==> config.mk <==
export PLATFORM = sky130hd
export DESIGN_NAME = clock_divider_bank
export DESIGN_NICKNAME = d
export VERILOG_FILES = /design/src/rtl/clock_pkg.sv /design/src/rtl/clock_div_channel.sv /design/src/rtl/clock_divider_bank.sv
export SDC_FILE = /design/constraint.sdc
export NUM_CORES = 1
export LEC_CHECK = 0
export BUFFER_PORTS_ARGS = -buffer_cell sky130_fd_sc_hd__buf_4
export CAP_MARGIN = 20
export CORE_MARGIN = 3
export CORE_UTILIZATION = 30
export DETAILED_ROUTE_END_ITERATION = 16
export HOLD_SLACK_MARGIN = 0.12
export SLEW_MARGIN = 30
export SYNTH_ARGS = -nofsm -noshare
export SYNTH_HDL_FRONTEND = slang
export SYNTH_SLANG_ARGS = --single-unit
==> constraint.sdc <==
create_clock -name SystemClk -period 2.5 [get_ports SystemClk]
set_input_delay 0.125 -clock SystemClk [delete_from_list [all_inputs] [get_ports SystemClk]]
set_output_delay 0.125 -clock SystemClk [all_outputs]
set_load 0.01 [all_outputs]
==> src/rtl/clock_pkg.sv <==
// Shared constants and helpers for the multi-channel clock divider bank.
// Default divisors reproduce the legacy pipeline/baud divider pair.
package clock_pkg;

  localparam int DEFAULT_CNT_W = 16;

  localparam logic [DEFAULT_CNT_W-1:0] DIV_PIPE = 16'd2;
  localparam logic [DEFAULT_CNT_W-1:0] DIV_BAUD = 16'd326;

  // Channel 0 sits in the low slice, matching the [i*CNT_W +: CNT_W] layout.
  function automatic logic [2*DEFAULT_CNT_W-1:0] pack_divs(
    input logic [DEFAULT_CNT_W-1:0] div0,
    input logic [DEFAULT_CNT_W-1:0] div1
  );
    return {div1, div0};
  endfunction

  function automatic int sel_width(input int n);
    return (n > 1) ? $clog2(n) : 1;
  endfunction

endpackage

==> src/rtl/clock_div_channel.sv <==
// One divider channel: half-period counter with a shadowed divisor that is
// only applied at a terminal count, while disabled/halted, or on resync.
module clock_div_channel
  import clock_pkg::*;
#(
  parameter int               CNT_W       = DEFAULT_CNT_W,
  parameter logic [CNT_W-1:0] DEFAULT_DIV = CNT_W'(1)
) (
  input  logic             SystemClk,
  input  logic             reset,
  input  logic             enable,
  input  logic             resync,
  input  logic             load,
  input  logic [CNT_W-1:0] load_div,
  output logic             tick,
  output logic             clk_out
);

  logic [CNT_W-1:0] cnt_reg;
  logic [CNT_W-1:0] div_act_reg;
  logic [CNT_W-1:0] div_shadow_reg;
  logic             tick_reg;
  logic             clk_out_reg;

  always_ff @(posedge SystemClk) begin
    if (reset) begin
      cnt_reg        <= CNT_W'(1);
      div_act_reg    <= DEFAULT_DIV;
      div_shadow_reg <= DEFAULT_DIV;
      tick_reg       <= 1'b0;
      clk_out_reg    <= 1'b0;
    end else begin
      // The shadow always takes a write; only the branches below move it
      // into the active divisor, using the value held before this edge.
      if (load)
        div_shadow_reg <= load_div;

      if (resync) begin
        cnt_reg     <= CNT_W'(1);
        clk_out_reg <= 1'b0;
        tick_reg    <= 1'b0;
        div_act_reg <= div_shadow_reg;
      end else if (div_act_reg == '0) begin
        // Halted: park the counter and keep polling the shadow for a restart.
        cnt_reg     <= CNT_W'(1);
        tick_reg    <= 1'b0;
        div_act_reg <= div_shadow_reg;
      end else if (!enable) begin
        tick_reg <= 1'b0;
        if (div_shadow_reg != div_act_reg) begin
          div_act_reg <= div_shadow_reg;
          cnt_reg     <= CNT_W'(1);
        end
      end else if (cnt_reg == div_act_reg) begin
        cnt_reg     <= CNT_W'(1);
        clk_out_reg <= ~clk_out_reg;
        tick_reg    <= 1'b1;
        div_act_reg <= div_shadow_reg;
      end else begin
        cnt_reg  <= cnt_reg + CNT_W'(1);
        tick_reg <= 1'b0;
      end
    end
  end

  assign tick    = tick_reg;
  assign clk_out = clk_out_reg;

endmodule

==> src/rtl/clock_divider_bank.sv <==
// Multi-channel tick / divided-clock generator. Decodes the divisor write
// target and fans the shared controls out to one channel per output bit.
module clock_divider_bank
  import clock_pkg::*;
#(
  parameter int                          CHANNELS     = 2,
  parameter int                          CNT_W        = DEFAULT_CNT_W,
  parameter logic [CHANNELS*CNT_W-1:0]   DEFAULT_DIVS =
    (CHANNELS*CNT_W)'(pack_divs(DIV_PIPE, DIV_BAUD))
) (
  input  logic                           SystemClk,
  input  logic                           reset,
  input  logic [CHANNELS-1:0]            enable,
  input  logic                           resync,
  input  logic                           load,
  input  logic [sel_width(CHANNELS)-1:0] load_ch,
  input  logic [CNT_W-1:0]               load_div,
  output logic [CHANNELS-1:0]            tick,
  output logic [CHANNELS-1:0]            clk_out
);

  localparam int SEL_W = sel_width(CHANNELS);

  genvar gi;
  generate
    for (gi = 0; gi < CHANNELS; gi++) begin : g_ch
      // A load_ch value at or beyond CHANNELS matches no channel and is dropped.
      logic ch_load;
      assign ch_load = load && (load_ch == SEL_W'(gi));

      clock_div_channel #(
        .CNT_W       (CNT_W),
        .DEFAULT_DIV (DEFAULT_DIVS[gi*CNT_W +: CNT_W])
      ) u_ch (
        .SystemClk (SystemClk),
        .reset     (reset),
        .enable    (enable[gi]),
        .resync    (resync),
        .load      (ch_load),
        .load_div  (load_div),
        .tick      (tick[gi]),
        .clk_out   (clk_out[gi])
      );
    end
  endgenerate

endmodule

==> run metrics <==
worst-path fanout max 12; leakage power 0.00225 uW; CP required 2.80 ns; TritonRoute pass-1 iters 5; Final HPWL DP 8330 um; layout cell share with drive strength beyond 1 0.111; Setup crit end kind flip-flop; post-detailed-route wirelength per cell 14.3 um; Crit. Startpoint g_ch[1].u_ch.cnt_reg[8]; vias in the first global route 3852; Placed Area 5130 um2; maximum VDD drop 0.000347 V; most frequent cells in the layout dfxtp_1 (100), nand2_1 (92), xor2_1 (47); max_cap viols 0; RSZ-0062 raised after global routing false; Clock Path Buffers 2; Die H 132 um; fillers 1553; die width 132 um; Slew @ Worst Pin 0.824 ns; Synth Warn # 0; Netlist Area Pre-Place 4750 um2; GP Congestion 0.855; met3 WL 452 um; worst hold path class primary input to flip-flop; clock skew 0.00858 ns; met2 WL 5090 um; share of the synthesized area in the top cell type 0.421; aggregate global routing overflow 0; H-Tree Depth 3; drt drc 0; Final Cell Area 5590 um2; mean number of vias per cell 5.00; clock buffer count from CTS 9; power density over cell area 607 nW/um2; M1 WL 5600 um; max layer used met4; Slew Limit Fails 0; Detail Route Antenna Nets 0; syn avg cell area 8.70 um2; Post-Place Cells 765; Global Route Usage Sum 0.135; Crit Path Class flip-flop to flip-flop; commonest non-fill, non-tap cell in the layout dfxtp_1; die area 17400 um2; Post-synth top flop dfxtp_1; vias 3992; ant diodes 0; WP data arrival 2.62 ns; buffers added on ports 26; status completed; final setup fails 0; area grow syn2layout 17.7%; clk sink count 100; Pwr Total 3390 uW; Netlist cell types 53; Core ar. 15400 um2; Startpoint Class flip-flop; initial core utilization 0.309; syn nets 571; post-cts sizing count 0; FMAX 431 MHz; Final Cycle Share 0.927; Post-synth EDFFs 0; sequential fraction of the synthesis area 0.421; I/O pin cnt 27; TritonCTS clock tree done; Synth Register Bits 100; area leader, netlist dfxtp_1; clk root buf clkbuf_16; ys async rst share 0; Finished Layout Cells 799; worst reg2reg path startpoint g_ch[1].u_ch.cnt_reg[8]; Detailed Route WL 11400 um; nets 608; Area contributors post-synth dfxtp_1 (42%), xor2_1 (8.7%), nand2_1 (7.3%), a22o_1 (5.5%), xnor2_1 (4.4%); initial antenna violation count 0; first-pass GRT wire length 19200 um; Fin. Hold Viols 0; Hold Crit Start resync; Clock Latency Late Sink 0.36 ns; DR iter-0 viols 210; Slew HR 0.449; row cnt 45; crit path time final 2.32 ns; clock-pin slew on the worst setup and hold paths 0.07 ns; Total Negative Setup Slacks 0 ns; largest net degree at the start of global routing 35; Post-Syn Instances 546
-- cells in the mapped netlist (4+ instances only) --
master and count:
or3_1 5, a21o_1 7, buf_2 7, a21oi_1 33
o2bb2ai_1 4, nor4_1 19, a22o_1 30, dfxtp_1 100
o21ai_0 15, xor2_1 47, nand2_1 92, nor3_1 20
nand3_1 25, xnor2_1 24, clkbuf_1 11, nand4_1 10
nor2_1 22, o21ai_1 4, and3_1 7, buf_4 6
inv_1 7
-- per-layer routing --
layer	global-route usage	vias up
met2	0.210	90
met1	0.180	1892
met4	0.0583	0
met5	0	-
li1	-	1993
met3	0.0294	17
-- per-stage QoR --
step | setup slack, ns | hold slack, ns | utilization
floorplan | 0.344 | 0.239 | -
global placement | 0.263 | 0.368 | 0.334
detailed placement | 0.214 | 0.375 | 0.334
CTS | 0.196 | 0.122 | 0.364
global route | 0.00837 | 0.145 | 0.364
finish | 0.181 | 0.137 | 0.364
-- power breakdown --
part	switching, uW	leakage, uW	internal, uW
clock	659	0.000138	691
combinational	182	0.00130	155
sequential	63.1	0.000813	1640
-- repair_timing --
| action | 4_1_cts | 5_1_grt |
|---|---|---|
| setup buffers | 0 | 0 |
| endpoints found under the hold margin | 34 | 0 |
| hold buffers | 18 | 0 |
-- critical path, cell delays in order, from the launching register on --
cell,delay [ns]
dfxtp_1,0.48
xor2_1,0.11
nor4_1,0.42
a41o_1,0.39
o21a_1,0.20
o31a_1,0.44
a22o_1,0.23
-- final cells by class --
type | count | area [um2] | area share
multi-input combinational | 411 | 2560 | 0.459
sequential | 100 | 2000 | 0.358
timing repair buffer | 54 | 450 | 0.0806
inverter | 7 | 26.3 | 0.00470
clock inverter | 7 | 58.8 | 0.0105
clock buffer | 9 | 225 | 0.0403
tap | 211 | 264 | 0.0472
-- cell families after synthesis --
| kind of cell | count (synthesis) | share of synthesized area |
|---|---|---|
| compound gates | 110 | 0.165 |
| xor+xnor | 71 | 0.131 |
| fa+ha+maj | 2 | 0.00527 |
| buf+inv | 35 | 0.0390 |
| flops | 100 | 0.421 |
| mux | 3 | 0.00632 |
| simple gates | 225 | 0.232 |
-- worst paths after layout --
kind,to,slack (ns),depth (start not counted)
hold / removal,g_ch[1].u_ch.div_act_reg[8],0.14,3
hold reg to reg,g_ch[1].u_ch.cnt_reg[15],0.48,1
setup / recovery,g_ch[1].u_ch.div_act_reg[3],0.18,6
setup reg to reg,g_ch[1].u_ch.div_act_reg[3],0.18,6
Note: power is estimated with default switching activity, not from simulation.
